$ cat src/rtl/rgb_timing_gen.sv
// rgb_timing_gen: raster sync/DE/counter generator for the RGB source path; RGB_FRAME_CNT_EN adds the Frame_Cnt output
module rgb_timing_gen #(
    parameter int unsigned H_SYNC   = 44,
    parameter int unsigned H_BP     = 148,
    parameter int unsigned H_ACTIVE = 1920,
    parameter int unsigned H_FP     = 88,
    parameter int unsigned V_SYNC   = 5,
    parameter int unsigned V_BP     = 36,
    parameter int unsigned V_ACTIVE = 1080,
    parameter int unsigned V_FP     = 4
) (
    input  logic        Sys_Clock,
    input  logic        Reset,
    input  logic        Enable,
    output logic        HSA,
    output logic        VSA,
    output logic        DE,
    output logic [15:0] Pixel_Data_Cnt,
    output logic [15:0] Line_Data_Cnt,
    output logic        Frame_Start
`ifdef RGB_FRAME_CNT_EN
    ,
    output logic [15:0] Frame_Cnt
`endif
);
    localparam logic [15:0] H_SYNC_W = 16'(H_SYNC);
    localparam logic [15:0] H_AS     = 16'(H_SYNC + H_BP);
    localparam logic [15:0] H_AE     = 16'(H_SYNC + H_BP + H_ACTIVE);
    localparam logic [15:0] H_LAST   = 16'(H_SYNC + H_BP + H_ACTIVE + H_FP - 1);
    localparam logic [15:0] V_SYNC_W = 16'(V_SYNC);
    localparam logic [15:0] V_AS     = 16'(V_SYNC + V_BP);
    localparam logic [15:0] V_AE     = 16'(V_SYNC + V_BP + V_ACTIVE);
    localparam logic [15:0] V_LAST   = 16'(V_SYNC + V_BP + V_ACTIVE + V_FP - 1);

    logic [15:0] h_q, h_d, v_q, v_d;
    logic        hsa_q, hsa_d, vsa_q, vsa_d, de_q, de_d, fs_q, fs_d;
    logic [15:0] pix_q, pix_d, line_q, line_d;
    logic        h_last, v_last, hs, ha, vs, va, fs;

    // Decode the current raster position and form next counter and output values; Enable low zeroes everything
    always_comb begin
        h_last = h_q == H_LAST;
        v_last = v_q == V_LAST;
        hs     = h_q < H_SYNC_W;
        ha     = h_q >= H_AS && h_q < H_AE;
        vs     = v_q < V_SYNC_W;
        va     = v_q >= V_AS && v_q < V_AE;
        fs     = h_q == 16'd0 && v_q == 16'd0;
        h_d    = !Enable || h_last ? 16'd0 : h_q + 16'd1;
        v_d    = !Enable ? 16'd0 : !h_last ? v_q : v_last ? 16'd0 : v_q + 16'd1;
        hsa_d  = Enable && hs;
        vsa_d  = Enable && vs;
        de_d   = Enable && ha && va;
        fs_d   = Enable && fs;
        pix_d  = Enable && ha ? h_q - H_AS : 16'd0;
        line_d = Enable && va ? v_q - V_AS : 16'd0;
    end

    // Raster counters and registered outputs, one clock behind the counter state
    always_ff @(posedge Sys_Clock or negedge Reset) begin
        if (!Reset) begin
            h_q    <= '0;
            v_q    <= '0;
            hsa_q  <= 1'b0;
            vsa_q  <= 1'b0;
            de_q   <= 1'b0;
            fs_q   <= 1'b0;
            pix_q  <= '0;
            line_q <= '0;
        end else begin
            h_q    <= h_d;
            v_q    <= v_d;
            hsa_q  <= hsa_d;
            vsa_q  <= vsa_d;
            de_q   <= de_d;
            fs_q   <= fs_d;
            pix_q  <= pix_d;
            line_q <= line_d;
        end
    end

    assign HSA            = hsa_q;
    assign VSA            = vsa_q;
    assign DE             = de_q;
    assign Frame_Start    = fs_q;
    assign Pixel_Data_Cnt = pix_q;
    assign Line_Data_Cnt  = line_q;

`ifdef RGB_FRAME_CNT_EN
    logic [15:0] frame_cnt_q, frame_cnt_d;

    // Frame count steps with each Frame_Start and survives Enable low
    always_comb frame_cnt_d = fs_d ? frame_cnt_q + 16'd1 : frame_cnt_q;

    // Frame counter register, cleared only by Reset
    always_ff @(posedge Sys_Clock or negedge Reset) begin
        if (!Reset) frame_cnt_q <= '0;
        else frame_cnt_q <= frame_cnt_d;
    end

    assign Frame_Cnt = frame_cnt_q;
`endif
endmodule

$ cat config.mk
export PLATFORM = sky130hd
export DESIGN_NAME = rgb_timing_gen
export DESIGN_NICKNAME = d
export VERILOG_FILES = /design/src/rtl/rgb_timing_gen.sv
export SDC_FILE = /design/constraint.sdc
export NUM_CORES = 1
export LEC_CHECK = 0
export CAP_MARGIN = 20
export CORE_MARGIN = 1
export CORE_UTILIZATION = 36
export CTS_BUF_LIST = sky130_fd_sc_hd__clkbuf_4
export DETAILED_ROUTE_END_ITERATION = 6
export GPL_TIMING_DRIVEN = 0
export PLACE_DENSITY_LB_ADDON = 0.15
export SYNTH_ARGS = -nofsm -noshare
export SYNTH_HDL_FRONTEND = slang
export SYNTH_SLANG_ARGS = --single-unit
$ cat constraint.sdc
create_clock -name Sys_Clock -period 5.2 [get_ports Sys_Clock]
set_input_delay 1.04 -clock Sys_Clock [delete_from_list [all_inputs] [get_ports Sys_Clock]]
set_output_delay 1.04 -clock Sys_Clock [all_outputs]
set_load 0.05 [all_outputs]
==> out/results.txt, run 1 <==
leading post-synthesis cells by cell area: dfrtp_1 51%, nor2_1 5.5%, xnor2_1 3.9%
Placer Congestion: 0.7839
Starting DRT DRC Count: 118
synth warn: 0
Setup Skew: 0.01650 ns
first-pass GRT wire length: 12,360 um
drt pass-1 iters: 7
Lkg Pwr: 1.799 nW
CP max stage cell: nor4_2
Placed Cells: 486
post-CTS setup repair buffer count: 0
Final TNS setup: 0 ns
unrepaired setup endpoints after global routing: no
area grow syn2layout: 19.73%
Worst EP required: 5.50 ns
GR Util met2: 0.2302
synthesized instance count: 339
biggest area consumer among synthesized cells: dfrtp_1
Critical Path Fanout Max: 10
DP Worst Slack: 2.419 ns
PD cells: 232.1 nW/um2
die area: 9690 um2
final setup vio count: 0
layout cell share with drive strength beyond 1: 0.08883
Peak supply drop: 0.1070 mV
M3 GR Usage: 0.03475
Placed Area: 3865 um2
Slew Viols, Final: 0
I/O pins: 39
synthesized area: 3348 um2
initial antenna violation count: 0
Non-Filler Instances: 502
CTS tree: done
HPWL Detailed: 5167 um
vias in the first global route: 2,463
Synth top area share: 0.5082
Worst Tran Pin Value: 0.8499 ns
overall power: 0.9305 mW
Vias/cell: 5.098
Slew Limit Headroom: 0.4334
asr flop ratio synth: 1.000
status: finished, violations left
Fill cells: 873
failing checks: DRC
vias: 2,559
Max clock buf depth: 2
area of the multi-input gates: 1489 um2
I/O Buffers: 38
fmax: 383.5 MHz
antenna viol nets, final: 0
Chip Height: 98.44 um
kind of critical path: register to register
PnR worst setup slack: 2.593 ns
critical path data arrival time: 2.91 ns
initial cell density of the core: 0.3784
most common cell in the netlist: dfrtp_1
Total GRT Usage: 0.1631
CP cell instances: nor4_2, nand4_1, nand2_1, buf_2, buf_2, nor2_1
Max Cap Viol: 0
met1 Resource Use GR: 0.2469
Final Util: 0.4531
post-route design area: 4009 um2
Hold WS: 0.5187 ns
drt total wl: 7265 um
cts hold-fix bufs: 0
crit path launch type: register
worst hold path type: register to register
H-tree levels: 3
ANT cells: 0
Row Count: 34
GR peak layer: met1
CTS Sinks: 68
drc violations: 9
gr ovfl total: 0
CTS Buf Count: 9
post-synthesis sequential area ratio: 0.5082
commonest register cell after synthesis: dfrtp_1
commonest cells in the netlist: 68 x dfrtp_1, 49 x nor2_1, 20 x nand2_1, 18 x nand3_1, 15 x xnor2_1
CTS resizes: 0
element type at the critical path end: register
EDFF count, synth: 0
Final Critical Period: 2.607 ns
Tcrit/Tclk final: 0.5014
syn avg cell area: 9.877 um2
Clock Latency Late Sink: 0.41 ns
Routed wire per std cell: 14.47 um
Yosys reg bits: 68
register area: 1702 um2
die width: 98.44 um
Final Hold Fails: 0
largest net degree at the start of global routing: 69
final net count: 401
Core Area: 8848 um2
CP most frequent cell: buf_2
CP max stage delay: 0.62 ns
clk slew on worst S/H paths: 0.13 ns
Synth cell types: 48
CTS Root Cell: clkbuf_4
[critical path: cells and delay by family (launching register included)]
kind,cells,cell delay [ns]
and+or+nand+nor,4,1.54
buffers and inverters,2,0.49
DFF,1,0.47
[kinds of logic (layout without fill, tap and decap cells)]
logic type / after synthesis / in the layout / share of synthesized area
AOI/OAI and AO/OA: 45 / 45 / 0.09454
xor gates and xnor gates: 27 / 27 / 0.07063
adders and majority gates: 9 / 9 / 0.03363
buffers and inverters: 35 / 89 / 0.04820
DFF: 68 / 68 / 0.5082
muxes: 2 / 2 / 0.005979
other: 1 / 2 / 0.001120
and+or+nand+nor: 152 / 152 / 0.2377
[path summary, 6_finish.rpt]
kind / start / end / slack (ns) / cells after the start
worst max-delay path: h_q[13]$_DFF_PN0_ / h_q[6]$_DFF_PN0_ / 2.59 / 6
worst min-delay path: v_q[15]$_DFFE_PN0N_ / v_q[15]$_DFFE_PN0N_ / 0.52 / 1
worst max register to register: h_q[13]$_DFF_PN0_ / h_q[6]$_DFF_PN0_ / 2.59 / 6
worst min register to register: v_q[15]$_DFFE_PN0N_ / v_q[15]$_DFFE_PN0N_ / 0.52 / 1
max in group asynchronous: Reset / Line_Data_Cnt[14]$_DFF_PN0_ / 3.92 / 1
min in group asynchronous: Reset / Pixel_Data_Cnt[12]$_DFF_PN0_ / 0.72 / 1
[registers in the layout (all words and copies together), names as in the netlist]
| name | flops |
|---|---|
| Line_Data_Cnt | 16 |
| DE | 1 |
| HSA | 1 |
| Pixel_Data_Cnt | 16 |
| v_q | 16 |
| h_q | 16 |
| Frame_Start | 1 |
| VSA | 1 |
[report_power, final]
group / internal [mW] / switching (mW)
combinational: 0.0114 / 0.0324
clock: 0.149 / 0.203
sequential: 0.533 / 0.00268
total: 0.693 / 0.238
[area by class of cell]
| type | count | share of cell area |
|---|---|---|
| timing repair buffer | 38 | 0.09426 |
| clock inverter | 7 | 0.01904 |
| sequential | 68 | 0.4245 |
| tap | 108 | 0.03371 |
| buffer | 23 | 0.02903 |
| clock buffer | 9 | 0.01685 |
| inverter | 12 | 0.01124 |
| multi-input combinational | 237 | 0.3714 |
[routing by layer]
metal / vias up / share of wire / wire [um]
met3: 8 / 0.052 / 379
met1: 1226 / 0.51 / 3736
li1: 1261 / - / -
met5: - / 0 / 0
met4: 0 / 0.011 / 80
met2: 64 / 0.42 / 3068
[layout by cell type, fill, tap and decap left out, types with 2 or more instances in the layout]
cell type and n:
dfrtp_1 68, o211ai_1 5, nand3_1 18, or3_1 4
mux2i_1 2, a21o_1 6, or4_4 2, o21a_1 3
nor2b_1 2, o31ai_1 3, clkinvlp_4 2, and2_1 6
clkbuf_4 9, nor2_1 49, inv_1 12, clkinv_4 2
xor2_1 12, o31ai_2 2, buf_6 3, nor3_1 14
and3_1 6, nor4b_1 2, ha_1 9, nor3b_1 5
conb_1 2, clkdlybuf4s50_1 37, clkbuf_1 14, buf_2 6
o21ai_0 12, nand4_1 6, a21oi_1 5, nand2b_1 3
nand2_1 20, nor4_1 6, or4_1 2, xnor2_1 15
Power figures use the tool's default switching activity.
==> run 2, diff against run 1 <==
- clock period: 5.2 -> 2.1 ns (I/O delays scaled with it)
==> run 2 against run 1 <==
Effect of this change: the run ends with DRC, setup timing left; hold slack got worse by 0.42 ns; setup slack lost 2.7 ns; critical path depth unchanged; register-to-register slack got worse by 2.7 ns; global-route usage rose by 0.31 points; power increased by 140%; die area is the same; non-clock buffer count rose by 19; via count grew 3.0%; core utilization grew 3.3 points; count of clock-buffer cells in the layout unchanged; cell count increased by 3.6%; critical path type unchanged; largest cell class unchanged; largest power group unchanged.
==> out/results.txt, run 2 (synthesis gave the netlist of run 1 again) <==
Worst Tran Pin Value: 0.8498 ns (-0.0001061 ns)
CTS Sinks: 68 (unchanged)
crit path launch type: register
layout cell share with drive strength beyond 1: 0.2209 (+0.1320)
PD cells: 524.2 nW/um2 (+130%)
first-pass GRT wire length: 12,490 um (+1.1%)
failing checks: DRC, setup timing
Critical Path Fanout Max: 5 (-5)
Max Cap Viol: 0 (unchanged)
FF-to-FF Start: v_q[11]$_DFFE_PN0N_
vias: 2,635 (+3.0%)
top cell family by delay on the critical path: simple AND/OR/NAND/NOR gates
Core Area: 8848 um2 (unchanged)
Fill cells: 857 (-1.8%)
most common library cell in the layout ignoring fill and taps: dfrtp_1
element type at the critical path end: register
Buf/Inv on CP: 1 (-1)
CTS tree: done
most frequent cells in the layout: 59 x dfrtp_1, 48 x nor2_1, 37 x clkdlybuf4s50_1
CP max stage delay: 0.54 ns (-0.08 ns)
CP most frequent cell: or4_4
Total GRT Usage: 0.1662 (+0.003126)
kind of critical path: register to register
Final TNS setup: -0.7315 ns (-0.7315 ns)
Final Util: 0.4864 (+0.03337)
ANT cells: 0 (unchanged)
CP max stage cell: or4_4
Starting DRT DRC Count: 148 (+25%)
Slew Limit Headroom: 0.4335 (about the same)
Worst EP required: 2.42 ns (-3.08 ns)
Peak supply drop: 0.2190 mV (+100%)
initial cell density of the core: 0.3784 (unchanged)
critical path data arrival time: 2.52 ns (-0.39 ns)
I/O Buffers: 38 (unchanged)
die area: 9690 um2 (unchanged)
Non-Filler Instances: 520 (+3.6%)
Placer Congestion: 0.7798 (-0.52%)
clk slew on worst S/H paths: 0.11 ns (-0.02 ns)
initial antenna violation count: 0 (unchanged)
drt total wl: 7716 um (+6.2%)
Max clock buf depth: 2 (unchanged)
status: finished, violations left
Clock Latency Late Sink: 0.42 ns (about the same)
Tcrit/Tclk final: 1.048 (+0.5465)
Lkg Pwr: 1.921 nW (+6.8%)
Setup Skew: 0.01191 ns (-0.004596 ns)
HPWL Detailed: 5166 um (about the same)
drt pass-1 iters: 7 (unchanged)
cts hold-fix bufs: 0 (unchanged)
fmax: 454.4 MHz (+18%)
CTS Buf Count: 9 (unchanged)
PnR worst setup slack: -0.1006 ns (-2.693 ns)
R2R depth: 6 (unchanged)
H-tree levels: 3 (unchanged)
worst hold path type: input pin to async pin
Final Hold Fails: 0 (unchanged)
Placed Cells: 486 (unchanged)
Routed wire per std cell: 14.84 um (+2.5%)
Vias/cell: 5.067 (-0.59%)
Final Critical Period: 2.201 ns (-0.4069 ns)
final setup vio count: 11 (+11)
I/O pins: 39 (unchanged)
gr ovfl total: 0 (unchanged)
antenna viol nets, final: 0 (unchanged)
Reg-to-Reg End: v_q[15]$_DFFE_PN0N_
Row Count: 34 (unchanged)
R2R setup slack: -0.10 ns (-2.69 ns)
vias in the first global route: 2,403 (-2.4%)
drc violations: 6 (-3)
area grow syn2layout: 28.55%
Chip Height: 98.44 um (unchanged)
CTS Root Cell: clkbuf_4
CP cell instances: or4_4, or4_4, o2111ai_4, buf_4, nor3b_1, a21o_1
largest net degree at the start of global routing: 69 (unchanged)
die width: 98.44 um (unchanged)
unrepaired setup endpoints after global routing: yes
DP Worst Slack: -0.6265 ns (-3.046 ns)
final net count: 420 (+4.7%)
Slew Viols, Final: 0 (unchanged)
## run 2: changes by cell type in the layout (fill, tap and decap cells not counted), moves of 3 or more
cell and delta:
ha_1 -3, nor4_1 -3, dfrtp_1 -9, nor3b_1 -3, dfrtp_2 +9, buf_4 +30
clkbuf_1 -10, nor3b_2 +3
## run 2: per-stage QoR
step | power [mW] | hold slack, ns | cell area [um2]
after floorplan | 1.406 | 0.1244 | 3371
after global placement | 1.463 | 0.4934 | 3886
after detailed placement | 1.463 | 0.5010 | 3884
after CTS | 2.278 | 0.1261 | 4116
after global routing | 2.355 | 0.1736 | 4304
final | 2.256 | 0.1017 | 4304
## run 2: how the worst max path moves through the flow
stage                        startpoint  cells past startpoint                    endpoint
finish              v_q[11]$_DFFE_PN0N_                      6         v_q[15]$_DFFE_PN0N_
global route        v_q[11]$_DFFE_PN0N_                      6         v_q[15]$_DFFE_PN0N_
CTS                 v_q[11]$_DFFE_PN0N_                      7          v_q[5]$_DFFE_PN0N_
detailed placement    h_q[13]$_DFF_PN0_                      6            h_q[6]$_DFF_PN0_
global placement                  Reset                      1  Line_Data_Cnt[1]$_DFF_PN0_
floorplan           v_q[11]$_DFFE_PN0N_                      7          v_q[5]$_DFFE_PN0N_
## run 2: metal layers
layer / vias up / part of all wire / wire length [um] / global-route usage
li1: 1298 / - / - / -
met1: 1250 / 0.50 / 3894 / 0.2478
met2: 75 / 0.43 / 3330 / 0.2362
met3: 12 / 0.045 / 344 / 0.02908
met4: 0 / 0.019 / 146 / 0.07233
met5: - / 0 / 0 / 0
## run 2: cell type report
cell class / count / area [um2] / share of cell area
sequential: 68 / 1713 / 0.3980
clock inverter: 6 / 56.30 / 0.01308
buffer: 13 / 68.82 / 0.01599
clock buffer: 9 / 67.56 / 0.01570
timing repair buffer: 67 / 595.6 / 0.1384
inverter: 12 / 45.04 / 0.01047
multi-input combinational: 237 / 1623 / 0.3770
tap: 108 / 135.1 / 0.03140
## run 2: repair_timing
item                       4_1_cts  5_1_grt
setup buffers                   12       16
setup endpoints to repair       63       51
gates cloned                     0        1
hold endpoints to repair         0        0
pin swaps                        3        3
gates resized for setup         11       30
## run 2: power by group
group	internal [mW]	switching (mW)	leakage, nW
Sequential	1.32	0.0103	0.923
Combinational	0.0328	0.0793	0.929
Clock	0.346	0.468	0.0690
==> run 3, diff against run 2 <==
- PLACE_DENSITY: not set -> 0.59
- PLACE_DENSITY_LB_ADDON: 0.15 -> not set
- TNS_END_PERCENT: not set -> 100
==> run 3 against run 2 <==
Effect of this change: count of clock-buffer cells in the layout unchanged; critical endpoint is now v_q[5]$_DFFE_PN0N_; critical path type unchanged; the flow still finishes with violations (DRC, setup timing); setup slack better by 0.018 ns; sequential share of layout area up 0.28 points.
==> out/results.txt, run 3 (synthesis gave the netlist of run 1 again) <==
status: finished, violations left
failing checks: DRC, setup timing
met1 Resource Use GR: 0.2388 (-0.009056)
element type at the critical path end: register
Chip Height: 98.44 um (unchanged)
I/O Buffers: 38 (unchanged)
vias: 2,709 (+2.8%)
Row Count: 34 (unchanged)
CTS Root Cell: clkbuf_4
GR peak layer: met2
Peak supply drop: 0.1618 mV (-26%)
Vias/cell: 5.220 (+3.0%)
Placed Cells: 486 (unchanged)
sw frac: 0.2608 (+0.01360)
HPWL Detailed: 5118 um (-0.92%)
Non-Filler Instances: 519 (-0.19%)
Slew Limit Headroom: 0.4471 (+0.01359)
Internal: 1.576 mW (-7.2%)
Total GRT Usage: 0.1656 (-0.0006410)
Fill cells: 843 (-1.6%)
Core Area: 8848 um2 (unchanged)
initial cell density of the core: 0.3784 (unchanged)
Max Cap Viol: 0 (unchanged)
PD cells: 500.2 nW/um2 (-4.6%)
DP Worst Slack: -0.6335 ns (-0.006954 ns)
Max clock buf depth: 2 (unchanged)
Clock Latency Late Sink: 0.42 ns (about the same)
layout cell share with drive strength beyond 1: 0.2000 (-0.02087)
Worst EP required: 2.42 ns (about the same)
largest net degree at the start of global routing: 69 (unchanged)
M3 GR Usage: 0.02979 (+0.0007092)
H-tree levels: 3 (unchanged)
PnR worst setup slack: -0.08274 ns (+0.01782 ns)
drc violations: 6 (unchanged)
vias in the first global route: 2,497 (+3.9%)
Tcrit/Tclk final: 1.039 (-0.008487)
fmax: 458.1 MHz (+0.82%)
Slew Viols, Final: 0 (unchanged)
unrepaired setup endpoints after global routing: yes
post-route design area: 4262 um2 (-0.99%)
Final Hold Fails: 0 (unchanged)
area grow syn2layout: 27.28%
Clk pwr share: 0.326 (-0.035)
Final Critical Period: 2.183 ns (-0.01782 ns)
Placer Congestion: 0.8222 (+5.4%)
antenna viol nets, final: 0 (unchanged)
combinational fraction of design power: 0.050 (about the same)
Setup Skew: 0.01731 ns (+0.005404 ns)
Lkg Pwr: 1.925 nW (+0.21%)
most frequent cells in the layout: 63 x dfrtp_1, 48 x nor2_1, 37 x clkdlybuf4s50_1
initial antenna violation count: 1 (+1)
CTS Sinks: 68 (unchanged)
crit path launch type: register
clk slew on worst S/H paths: 0.12 ns (about the same)
final setup vio count: 12 (+1)
CTS Buf Count: 9 (unchanged)
net switching power figure: 0.5558 mW (-0.33%)
drt total wl: 7609 um (-1.4%)
Seq pwr share: 0.624 (+0.035)
Worst Tran Pin Value: 0.8294 ns (-0.02039 ns)
Routed wire per std cell: 14.66 um (-1.2%)
Final Util: 0.4816 (-0.004807)
drt pass-1 iters: 7 (unchanged)
first-pass GRT wire length: 12,450 um (-0.34%)
GR Util met2: 0.2405 (+0.004334)
gr ovfl total: 0 (unchanged)
die width: 98.44 um (unchanged)
critical path data arrival time: 2.51 ns (about the same)
Placed Area: 3884 um2 (unchanged)
Critical Path Fanout Max: 7 (+2)
most common library cell in the layout ignoring fill and taps: dfrtp_1
CTS tree: done
final net count: 418 (-0.48%)
Starting DRT DRC Count: 168 (+14%)
Final TNS setup: -0.6161 ns (+0.1154 ns)
die area: 9690 um2 (unchanged)
I/O pins: 39 (unchanged)
kind of critical path: register to register
worst hold path type: input pin to async pin
cts hold-fix bufs: 0 (unchanged)
[run 3: timing repair]
| action | 4_1_cts | 5_1_grt |
|---|---|---|
| pin swaps | 4 | 3 |
| setup buffers | 8 | 17 |
| endpoints found under the hold margin | 0 | 0 |
| endpoints found under the setup margin | 60 | 48 |
| resized for setup | 17 | 18 |
| cloned | 1 | 0 |
[run 3: cell type report]
class                           count  area (um2)  share of cell area
Sequential cell                    68        1708              0.4008
Buffer                             14       83.83             0.01967
Clock buffer                        9       67.56             0.01585
Multi-Input combinational cell    237        1607              0.3770
Timing Repair Buffer               64       580.6              0.1362
Clock inverter                      6       32.53            0.007634
Antenna cell                        1       2.502           0.0005872
Inverter                           12       45.04             0.01057
Tap cell                          108       135.1             0.03171
[run 3: worst paths after layout]
check / from / end / slack (ns) / depth (start not counted)
max: v_q[12]$_DFFE_PN0N_ / v_q[5]$_DFFE_PN0N_ / -0.08 / 6
min: Reset / h_q[2]$_DFF_PN0_ / 0.1 / 1
max reg2reg: v_q[12]$_DFFE_PN0N_ / v_q[5]$_DFFE_PN0N_ / -0.08 / 6
min reg2reg: h_q[0]$_DFF_PN0_ / h_q[0]$_DFF_PN0_ / 0.52 / 1
max in group asynchronous: Reset / v_q[7]$_DFFE_PN0N_ / 1.42 / 1
min in group Sys_Clock: h_q[0]$_DFF_PN0_ / h_q[0]$_DFF_PN0_ / 0.52 / 1
[run 3: power by group through the flow]
stage                     sequential [mW]  clock, mW  combinational, mW
final                                1.33      0.694              0.107
after global routing                 1.33      0.770              0.121
after CTS                            1.33      0.715              0.109
after detailed placement             1.35          0              0.111
after global placement               1.35          0              0.110
after floorplan                      1.37          0             0.0345
[run 3: layer usage]
layer / up-vias / wire, um
li1: 1294 / -
met1: 1323 / 3788
met2: 72 / 3326
met5: - / 0
met4: 0 / 125
met3: 20 / 369
[run 3: stage by stage]
stage	hold slack, ns	power [mW]
after CTS	0.1339	2.154
after global routing	0.1680	2.223
final	0.09539	2.131
after detailed placement	0.5038	1.462
after floorplan	0.1244	1.406
after global placement	0.4946	1.461
[run 3: worst max-delay path, cell delays in order (launching register included)]
cell and delay, ns:
dfrtp_1 0.50, or4_4 0.46, or4_4 0.47, o2111ai_4 0.28
buf_6 0.17, nor4_2 0.05, a21o_1 0.16
